[src/rtl/hazard_ctrl_if.sv]
// rtl/hazard_ctrl_if.sv - pipeline hazard controller signal bundle
//
// Purpose: groups every stage-address / Tuse / Tnew input and every
// stall / forward / busy output of hazard_ctrl into one interface.
// Ports (all carried as interface signals):
//   D_a1, D_a2, D_tuse1, D_tuse2, D_md       D-stage sources and HI/LO use
//   E_a1, E_a2                               E-stage sources
//   E_a3, M_a3, W_a3, E_tnew, M_tnew         destinations and their Tnew
//   E_md_start, E_md_div                     mult/div issue in E
//   stall, F_en, D_en, E_clr                 pipeline freeze controls
//   D_fwd1, D_fwd2, E_fwd1, E_fwd2           operand source selects
//   md_busy, stall_cnt                       HI/LO busy, stalled-cycle count
// Modports: master drives the pipeline side, slave is the controller.
interface hazard_ctrl_if #(
    parameter int AW = 5,
    parameter int TW = 2,
    parameter int CW = 16
);
    logic [AW-1:0] D_a1;
    logic [AW-1:0] D_a2;
    logic [TW-1:0] D_tuse1;
    logic [TW-1:0] D_tuse2;
    logic          D_md;
    logic [AW-1:0] E_a1;
    logic [AW-1:0] E_a2;
    logic [AW-1:0] E_a3;
    logic [AW-1:0] M_a3;
    logic [AW-1:0] W_a3;
    logic [TW-1:0] E_tnew;
    logic [TW-1:0] M_tnew;
    logic          E_md_start;
    logic          E_md_div;
    logic          stall;
    logic          F_en;
    logic          D_en;
    logic          E_clr;
    logic [1:0]    D_fwd1;
    logic [1:0]    D_fwd2;
    logic [1:0]    E_fwd1;
    logic [1:0]    E_fwd2;
    logic          md_busy;
    logic [CW-1:0] stall_cnt;

    modport master (
        output D_a1, D_a2, D_tuse1, D_tuse2, D_md,
        output E_a1, E_a2, E_a3, M_a3, W_a3, E_tnew, M_tnew,
        output E_md_start, E_md_div,
        input  stall, F_en, D_en, E_clr,
        input  D_fwd1, D_fwd2, E_fwd1, E_fwd2,
        input  md_busy, stall_cnt
    );

    modport slave (
        input  D_a1, D_a2, D_tuse1, D_tuse2, D_md,
        input  E_a1, E_a2, E_a3, M_a3, W_a3, E_tnew, M_tnew,
        input  E_md_start, E_md_div,
        output stall, F_en, D_en, E_clr,
        output D_fwd1, D_fwd2, E_fwd1, E_fwd2,
        output md_busy, stall_cnt
    );
endinterface

[src/rtl/hazard_ctrl.sv]
// rtl/hazard_ctrl.sv - 5-stage pipeline stall/forward controller with HI/LO busy tracking
//
// Purpose: raises a combinational stall when a D-stage source needs a value
// sooner than the E or M producer can supply it (Tuse < Tnew), or when D
// touches HI/LO while the mult/div unit is busy. Picks forwarding sources
// for D (E > M > W > regfile) and E (M > W > pipe reg) operands, tracks
// mult/div busy cycles and counts stalled cycles (saturating).
// Ports:
//   clk    rising-edge clock
//   reset  synchronous, active-high
//   bus    hazard_ctrl_if.slave, see rtl/hazard_ctrl_if.sv
module hazard_ctrl #(
    parameter int AW       = 5,
    parameter int TW       = 2,
    parameter int MULT_CYC = 5,
    parameter int DIV_CYC  = 10,
    parameter int CW       = 16
) (
    input  logic           clk,
    input  logic           reset,
    hazard_ctrl_if.slave   bus
);

    localparam logic [AW-1:0] ZERO_A = '0;
    localparam logic [TW-1:0] ZERO_T = '0;

    logic [7:0]    r_busy_cnt;
    logic [CW-1:0] r_stall_cnt;

    logic w_e_haz1, w_e_haz2, w_m_haz1, w_m_haz2, w_md_haz;
    logic w_stall, w_md_busy;

    // A producer that will still be Tnew cycles away when D needs the value
    // (Tuse) cannot be bypassed in time; register 0 is never a real producer.
    assign w_e_haz1 = (bus.D_a1 == bus.E_a3) && (bus.E_a3 != ZERO_A) && (bus.D_tuse1 < bus.E_tnew);
    assign w_e_haz2 = (bus.D_a2 == bus.E_a3) && (bus.E_a3 != ZERO_A) && (bus.D_tuse2 < bus.E_tnew);
    assign w_m_haz1 = (bus.D_a1 == bus.M_a3) && (bus.M_a3 != ZERO_A) && (bus.D_tuse1 < bus.M_tnew);
    assign w_m_haz2 = (bus.D_a2 == bus.M_a3) && (bus.M_a3 != ZERO_A) && (bus.D_tuse2 < bus.M_tnew);

    // The issuing cycle counts as busy so a HI/LO reader right behind the
    // mult/div stalls before the counter has been loaded.
    assign w_md_busy = (r_busy_cnt != 8'd0) || bus.E_md_start;
    assign w_md_haz  = bus.D_md && w_md_busy;

    assign w_stall = w_e_haz1 | w_e_haz2 | w_m_haz1 | w_m_haz2 | w_md_haz;

    // D operand: only a value already produced (Tnew == 0) may be forwarded;
    // a not-yet-ready nearer stage falls through to the next older one.
    function automatic logic [1:0] sel_d(input logic [AW-1:0] a);
        if ((a == bus.E_a3) && (bus.E_a3 != ZERO_A) && (bus.E_tnew == ZERO_T))
            sel_d = 2'd1;
        else if ((a == bus.M_a3) && (bus.M_a3 != ZERO_A) && (bus.M_tnew == ZERO_T))
            sel_d = 2'd2;
        else if ((a == bus.W_a3) && (bus.W_a3 != ZERO_A))
            sel_d = 2'd3;
        else
            sel_d = 2'd0;
    endfunction

    function automatic logic [1:0] sel_e(input logic [AW-1:0] a);
        if ((a == bus.M_a3) && (bus.M_a3 != ZERO_A) && (bus.M_tnew == ZERO_T))
            sel_e = 2'd2;
        else if ((a == bus.W_a3) && (bus.W_a3 != ZERO_A))
            sel_e = 2'd3;
        else
            sel_e = 2'd0;
    endfunction

    assign bus.D_fwd1    = sel_d(bus.D_a1);
    assign bus.D_fwd2    = sel_d(bus.D_a2);
    assign bus.E_fwd1    = sel_e(bus.E_a1);
    assign bus.E_fwd2    = sel_e(bus.E_a2);
    assign bus.stall     = w_stall;
    assign bus.F_en      = ~w_stall;
    assign bus.D_en      = ~w_stall;
    assign bus.E_clr     = w_stall;
    assign bus.md_busy   = w_md_busy;
    assign bus.stall_cnt = r_stall_cnt;

    // A new start always reloads, even over a running operation.
    always_ff @(posedge clk) begin
        if (reset) begin
            r_busy_cnt <= 8'd0;
        end else if (bus.E_md_start) begin
            r_busy_cnt <= bus.E_md_div ? 8'(DIV_CYC) : 8'(MULT_CYC);
        end else if (r_busy_cnt != 8'd0) begin
            r_busy_cnt <= r_busy_cnt - 8'd1;
        end
    end

    always_ff @(posedge clk) begin
        if (reset) begin
            r_stall_cnt <= '0;
        end else if (w_stall && (r_stall_cnt != {CW{1'b1}})) begin
            r_stall_cnt <= r_stall_cnt + 1'b1;
        end
    end

endmodule

[src/flat_wrapper.sv]
// flat-port wrapper written by rule: the top's interface ports become plain ports
module hazard_ctrl_flat 
#(
    parameter int AW       = 5,
    parameter int TW       = 2,
    parameter int MULT_CYC = 5,
    parameter int DIV_CYC  = 10,
    parameter int CW       = 16
)
  (clk, reset, bus_D_a1, bus_D_a2, bus_D_tuse1, bus_D_tuse2, bus_D_md, bus_E_a1, bus_E_a2, bus_E_a3, bus_M_a3, bus_W_a3, bus_E_tnew, bus_M_tnew, bus_E_md_start, bus_E_md_div, bus_stall, bus_F_en, bus_D_en, bus_E_clr, bus_D_fwd1, bus_D_fwd2, bus_E_fwd1, bus_E_fwd2, bus_md_busy, bus_stall_cnt);
  hazard_ctrl_if #(.AW(AW), .TW(TW), .CW(CW)) bus_i ();
  input  logic clk;
  input  logic reset;
  input wire logic [$bits(bus_i.D_a1)-1:0] bus_D_a1;
  input wire logic [$bits(bus_i.D_a2)-1:0] bus_D_a2;
  input wire logic [$bits(bus_i.D_tuse1)-1:0] bus_D_tuse1;
  input wire logic [$bits(bus_i.D_tuse2)-1:0] bus_D_tuse2;
  input wire logic [$bits(bus_i.D_md)-1:0] bus_D_md;
  input wire logic [$bits(bus_i.E_a1)-1:0] bus_E_a1;
  input wire logic [$bits(bus_i.E_a2)-1:0] bus_E_a2;
  input wire logic [$bits(bus_i.E_a3)-1:0] bus_E_a3;
  input wire logic [$bits(bus_i.M_a3)-1:0] bus_M_a3;
  input wire logic [$bits(bus_i.W_a3)-1:0] bus_W_a3;
  input wire logic [$bits(bus_i.E_tnew)-1:0] bus_E_tnew;
  input wire logic [$bits(bus_i.M_tnew)-1:0] bus_M_tnew;
  input wire logic [$bits(bus_i.E_md_start)-1:0] bus_E_md_start;
  input wire logic [$bits(bus_i.E_md_div)-1:0] bus_E_md_div;
  output wire logic [$bits(bus_i.stall)-1:0] bus_stall;
  output wire logic [$bits(bus_i.F_en)-1:0] bus_F_en;
  output wire logic [$bits(bus_i.D_en)-1:0] bus_D_en;
  output wire logic [$bits(bus_i.E_clr)-1:0] bus_E_clr;
  output wire logic [$bits(bus_i.D_fwd1)-1:0] bus_D_fwd1;
  output wire logic [$bits(bus_i.D_fwd2)-1:0] bus_D_fwd2;
  output wire logic [$bits(bus_i.E_fwd1)-1:0] bus_E_fwd1;
  output wire logic [$bits(bus_i.E_fwd2)-1:0] bus_E_fwd2;
  output wire logic [$bits(bus_i.md_busy)-1:0] bus_md_busy;
  output wire logic [$bits(bus_i.stall_cnt)-1:0] bus_stall_cnt;
  assign bus_i.D_a1 = bus_D_a1;
  assign bus_i.D_a2 = bus_D_a2;
  assign bus_i.D_tuse1 = bus_D_tuse1;
  assign bus_i.D_tuse2 = bus_D_tuse2;
  assign bus_i.D_md = bus_D_md;
  assign bus_i.E_a1 = bus_E_a1;
  assign bus_i.E_a2 = bus_E_a2;
  assign bus_i.E_a3 = bus_E_a3;
  assign bus_i.M_a3 = bus_M_a3;
  assign bus_i.W_a3 = bus_W_a3;
  assign bus_i.E_tnew = bus_E_tnew;
  assign bus_i.M_tnew = bus_M_tnew;
  assign bus_i.E_md_start = bus_E_md_start;
  assign bus_i.E_md_div = bus_E_md_div;
  assign bus_stall = bus_i.stall;
  assign bus_F_en = bus_i.F_en;
  assign bus_D_en = bus_i.D_en;
  assign bus_E_clr = bus_i.E_clr;
  assign bus_D_fwd1 = bus_i.D_fwd1;
  assign bus_D_fwd2 = bus_i.D_fwd2;
  assign bus_E_fwd1 = bus_i.E_fwd1;
  assign bus_E_fwd2 = bus_i.E_fwd2;
  assign bus_md_busy = bus_i.md_busy;
  assign bus_stall_cnt = bus_i.stall_cnt;
  hazard_ctrl #(.AW(AW), .TW(TW), .MULT_CYC(MULT_CYC), .DIV_CYC(DIV_CYC), .CW(CW)) u_core (.clk(clk), .reset(reset), .bus(bus_i));
endmodule
[config.mk]
export PLATFORM = sky130hd
export DESIGN_NAME = hazard_ctrl_flat
export DESIGN_NICKNAME = d
export VERILOG_FILES = /design/src/rtl/hazard_ctrl_if.sv /design/src/rtl/hazard_ctrl.sv /design/src/flat_wrapper.sv
export SDC_FILE = /design/constraint.sdc
export NUM_CORES = 1
export LEC_CHECK = 0
export ABC_AREA = 1
export CORE_MARGIN = 2
export CORE_UTILIZATION = 50
export CTS_BUF_LIST = sky130_fd_sc_hd__clkbuf_16
export DETAILED_ROUTE_END_ITERATION = 8
export PLACE_DENSITY = 0.86
export REMOVE_ABC_BUFFERS = 1
export SYNTH_ARGS = -nofsm -noshare
export SYNTH_HDL_FRONTEND = slang
export SYNTH_SLANG_ARGS = --single-unit
[constraint.sdc]
create_clock -name clk -period 3.1 [get_ports clk]
set_input_delay 0.465 -clock clk [delete_from_list [all_inputs] [get_ports clk]]
set_output_delay 0.465 -clock clk [all_outputs]
set_load 0.005 [all_outputs]
# Word level (Yosys, flattened, before mapping)
# Cells that the tools add are included.
# W data, S select, Z words.
dict set report op_classes {
  order_cmp 4
  mux 13
  n_eq_ne 11
  n_bitwise 5
  addsub 2
  n_reduce_logical 30
}
# op count
set op_table {}
lappend op_table {{$eq A5 B5 Y1} 10}
lappend op_table {{$logic_and A1 B1 Y1} 22}
lappend op_table {{$mux W2} 10}
lappend op_table {{$add A16 B1 Y16 const B} 1}
lappend op_table {{$mux W8} 2}
lappend op_table {{$ne A16 B16 Y1 const B} 1}
lappend op_table {{$reduce_bool A5 Y1} 3}
lappend op_table {{$lt A2 B2 Y1} 4}
lappend op_table {{$reduce_bool A8 Y1} 1}
lappend op_table {{$sub A8 B1 Y8 const B} 1}
lappend op_table {{$logic_not A2 Y1} 2}
lappend op_table {{$mux W4} 1}
lappend op_table {{$or A1 B1 Y1} 4}
lappend op_table {{$reduce_bool A2 Y1} 1}
lappend op_table {{$logic_or A1 B1 Y1} 1}
lappend op_table {{$not A1 Y1} 1}
dict set report word_totals {
  output_inout_bits 29
  register_bits 24
  wordCells 67
  in_bits 48
}

# Depth between registers and ports, before layout
# Gate-level depths: netlist of run 1.
dict set report depth {
  depth_word 8
  mapped_depth 14
  ltp_nobuf 13
}

# Least setup slack after synthesis of run 1
# Ideal clock, no wire load.
dict set report synth_timing {
  kind {input to output}
  startpoint {input bus_E_tnew[1]}
  endpoint {output bus_F_en}
  slack_ps 1052
  path_buffers 2
  path_stages 10
  t_arrival_ps 1583
  t_required_ps 2635
  path_cell_list {inv_1 > ha_1 > o21ai_0 > nand2_1 > nor3_1 > nor2_2 > nand2_4 > buf_6 > inv_1 > buf_4}
}
dict set report synth_via {
  elab_chain_len 7
  elab_cells_between_ends 9
  cone_classes {order compare (2); bitwise (5); reduce/logical (2)}
}
# element line_no
set synth_rtl {}
lappend synth_rtl {{start: declaration} flat_wrapper.sv:24} ;# input wire logic [$bits(bus_i.E_tnew)-1:0] bus_E_tnew;
lappend synth_rtl {{$lt A2 B2 Y1 (on tied branches)} {hazard_ctrl.sv:35, hazard_ctrl.sv:36}}
lappend synth_rtl {{$logic_and A1 B1 Y1 (on tied branches)} {hazard_ctrl.sv:35, hazard_ctrl.sv:36}}
lappend synth_rtl {{$or A1 B1 Y1 (*) (4 in series)} hazard_ctrl.sv:45} ;# assign w_stall = w_e_haz1 | w_e_haz2 | w_m_haz1 | w_m_haz2 | w_md_haz;
lappend synth_rtl {{net bus_E_clr} flat_wrapper.sv:31} ;# output wire logic [$bits(bus_i.E_clr)-1:0] bus_E_clr;
lappend synth_rtl {{$not A1 Y1 (*)} --}
lappend synth_rtl {{end: declaration} flat_wrapper.sv:29} ;# output wire logic [$bits(bus_i.F_en)-1:0] bus_F_en;
# Mark *: on every way through the listed nets, which the timed path passes. The rest lies on a longest branch.

# Worst setup path after layout of run 1
dict set report layout_timing {
  startpoint {input bus_M_a3[4]}
  endpoint {output bus_D_en}
}
dict set report layout_via {
  elab_chain_len 7
  elab_cells_between_ends 11
  cone_classes {eq/ne (2); bitwise (4); reduce/logical (5)}
}
# element line_no
set layout_rtl {}
lappend layout_rtl {{start: declaration} flat_wrapper.sv:22} ;# input wire logic [$bits(bus_i.M_a3)-1:0] bus_M_a3;
lappend layout_rtl {{$eq A5 B5 Y1 or $reduce_bool A5 Y1 (tied branches)} {hazard_ctrl.sv:37, hazard_ctrl.sv:38}}
lappend layout_rtl {{$logic_and A1 B1 Y1 (2 in series)} hazard_ctrl.sv:37} ;# assign w_m_haz1 = (bus.D_a1 == bus.M_a3) && (bus.M_a3 != ZERO_A) && (bus.D_tuse1 < bus.M_tnew);
lappend layout_rtl {{$or A1 B1 Y1} hazard_ctrl.sv:45}
lappend layout_rtl {{$or A1 B1 Y1 (*) (2 in series)} hazard_ctrl.sv:45}
lappend layout_rtl {{$not A1 Y1 (*)} hazard_ctrl.sv:75} ;# assign bus.D_en = ~w_stall;
lappend layout_rtl {{end: declaration} flat_wrapper.sv:30} ;# output wire logic [$bits(bus_i.D_en)-1:0] bus_D_en;
# Every way passes the cells marked *; elsewhere a longest branch is shown, timed or not.

==> results of run 1 <==
-- worst max-delay path, stage by stage --
cell	delay (ns)
clkdlybuf4s50_1	0.53
inv_1	0.20
nand4_2	0.19
nand2_1	0.10
inv_1	0.05
nand3_1	0.08
nand2_1	0.05
inv_1	0.08
nand2_4	0.09
inv_1	0.08
clkdlybuf4s50_1	0.50
-- Yosys cell counts (2+ instances only) --
cell	number	area [um^2]
nor4_1	4	25.0
xnor2_1	18	158
nand2_2	2	12.5
o22ai_1	2	12.5
dfxtp_1	24	480
a21oi_1	23	115
nor2_4	2	22.5
buf_4	2	15.0
nand2_1	89	334
nor2_2	2	12.5
nor3_1	8	40.0
clkbuf_1	5	18.8
nand3_1	22	110
nand4_1	10	62.6
a31oi_1	2	12.5
inv_1	56	210
xor2_1	21	184
buf_6	3	33.8
ha_1	7	87.6
nand3_2	7	70.1
nor2_1	51	191
-- final cells by class --
class	instances	area [um^2]	share of cell area [%]
Sequential cell	24	480	15.0
Inverter	57	214	6.66
Timing Repair Buffer	78	776	24.2
Clock buffer	3	75.1	2.34
Clock inverter	1	30.0	0.935
Tap cell	52	65.1	2.03
Multi-Input combinational cell	285	1570	48.9
-- path summary, 6_finish.rpt --
kind / start / to / depth (start not counted)
max: bus_M_a3[4] / bus_D_en / 11
min: u_core.r_busy_cnt[6] / u_core.r_busy_cnt[6] / 1
max reg2reg: u_core.r_busy_cnt[0] / u_core.bus.stall_cnt[0] / 12
min reg2reg: u_core.r_busy_cnt[6] / u_core.r_busy_cnt[6] / 1
-- cell families after synthesis --
family | count (synthesis) | synth area share [%]
DFF | 24 | 20.5
xor gates and xnor gates | 39 | 14.6
and+or+nand+nor | 204 | 40.1
adders and majority gates | 7 | 3.74
buffers and inverters | 69 | 12.4
AOI/OAI and AO/OA | 35 | 8.65
-- registers in the layout, summed over array words and instances, names as in the netlist --
signal and flops:
u_core.bus.stall_cnt 16, u_core.r_busy_cnt 8
-- report_power, final --
group	internal (mW)	total [mW]	switching, mW
registers	0.328	0.349	0.0213
logic	0.189	0.392	0.203
clock network	0.257	0.367	0.111
total	0.773	1.11	0.335
-- layer usage --
layer / GRT usage, % / up-vias / wire [um]
li1: - / 1337 / -
met1: 30.2 / 1127 / 2670
met2: 46.6 / 91 / 3040
met3: 3.06 / 10 / 332
met4: 6.79 / 0 / 104
met5: 0 / - / 0
-- metrics by stage --
step | std cells | setup WS, ns
after detailed placement | 496 | 0.224
after global placement | 496 | 0.236
after global routing | 500 | 0.0457
final | 500 | 0.216
after CTS | 500 | 0.217
after floorplan | 366 | 1.09
==> results by group, run 1 <==
Status
  • Status: completed

Global routing
  • Largest net degree at the start of global routing: 28
  • First-pass GRT wire length: 10700 um
  • Antenna violations before repair: 0
  • Total track usage: 25.1%
  • Number of global-route vias before repair: 2465
  • Overflow left after global routing: 0

Synthesis
  • Register area share after synthesis: 20.5%
  • Synth Flop Type: dfxtp_1
  • Async S/R FF share, synth: 0%
  • Count of cell types in the netlist: 39
  • Ys Warns: 0
  • Number of flops mapped to enable cells by yosys: 0
  • Register bit total from synthesis: 24
  • Mean Syn Cell Area: 6.20 um^2
  • Synthesized cell area: 0.00234 mm^2
  • Mapped Cells: 378

STA
  • FMAX: 0.347 GHz
  • Part of the cycle the worst path needs: 93.0%
  • Fin Hold WS: 0.475 ns
  • Slew Viols, Final: 0
  • # setup viols final: 0
  • Final Skew: 0.00464 ns
  • Relative slew slack: 67.7%
  • Fin crit period: 2.88 ns
  • Final TNS setup: 0 ns
  • Slew at the pin closest to its max-slew limit: 0.481 ns
  • RSZ-0062 raised after global routing: no
  • Final Hold Fails: 0

CTS
  • Clock Tree Root: clkbuf_16
  • TritonCTS buffer count: 3
  • CTS tree: yes
  • Clk sinks: 24
  • Post-CTS setup repair buffer count: 0
  • H-tree level count: 1
  • Clk slew on worst S/H paths: 0.07 ns
  • Max clock buf depth: 2
  • Post-CTS Hold Buffers: 0
  • Clock insertion delay at the later pin of the skew report: 0.26 ns
  • Post-cts gate resize count: 0

Final layout
  • Core Util, Final: 72.2%
  • Share of layout cells above drive strength 1: 5.13%
  • Number of diodes: 0
  • Final Cell Area: 0.00321 mm^2
  • Area Overhead vs Synth: 37.1%
  • Commonest cells after routing, fill and taps aside: 89 x nand2_1, 76 x clkdlybuf4s50_1, 56 x inv_1
  • Filler instances: 384
  • Final net count: 504
  • Commonest non-fill, non-tap cell in the layout: nand2_1

Min path
  • Hold crit path type: register to register

Floorplan
  • Starting density of the core: 52.7%
  • Site row count: 24
  • I/O pin cnt: 77
  • Die W: 72.4 um
  • Core footprint: 0.00444 mm^2
  • Die Ht: 72.4 um
  • Die area: 0.00525 mm^2

Route
  • DRT iter0 DRCs: 147
  • DRC viols: 0
  • Routed vias/inst: 5.13
  • Vias post-DR: 2565
  • Remaining antenna violation count after routing: 0
  • First-pass DRT Iterations: 5
  • Wire per inst: 12.3 um
  • Final WL: 6140 um

Worst setup path
  • Worst setup SP type: input pin
  • Crit Path Class: input pin to output pin
  • Reg-to-reg slack, setup: 1.10 ns
  • Critical path arrival: 2.42 ns
  • Critical Path RT: 2.63 ns
  • Setup crit end kind: output pin
  • Crit-path max FO: 8

Placement
  • DP HPWL: 5060 um
  • I/O Buffers: 76
  • Placed Area: 0.00311 mm^2
  • RD Place Congestion: 0.883

Power and ir drop
  • Pwr/cell area: 345 mW/mm^2
  • Power after layout: 1.11 mW
  • Maximum vdd drop: 0.248 mV
  • Pleak: 1.46 nW

Job
  • Max-cap viol count: 0
(Power assumes the default switching activity.)
==> run 2: changes to the inputs <==
--- a/config.mk
+++ b/config.mk
@@ -12,6 +12,7 @@
 export DETAILED_ROUTE_END_ITERATION = 8
 export PLACE_DENSITY = 0.86
 export REMOVE_ABC_BUFFERS = 1
+export SKIP_LAST_GASP = 1
 export SYNTH_ARGS = -nofsm -noshare
 export SYNTH_HDL_FRONTEND = slang
 export SYNTH_SLANG_ARGS = --single-unit
==> results of run 2 <==
Final layout, timing and power as in run 1 (identical DEF).
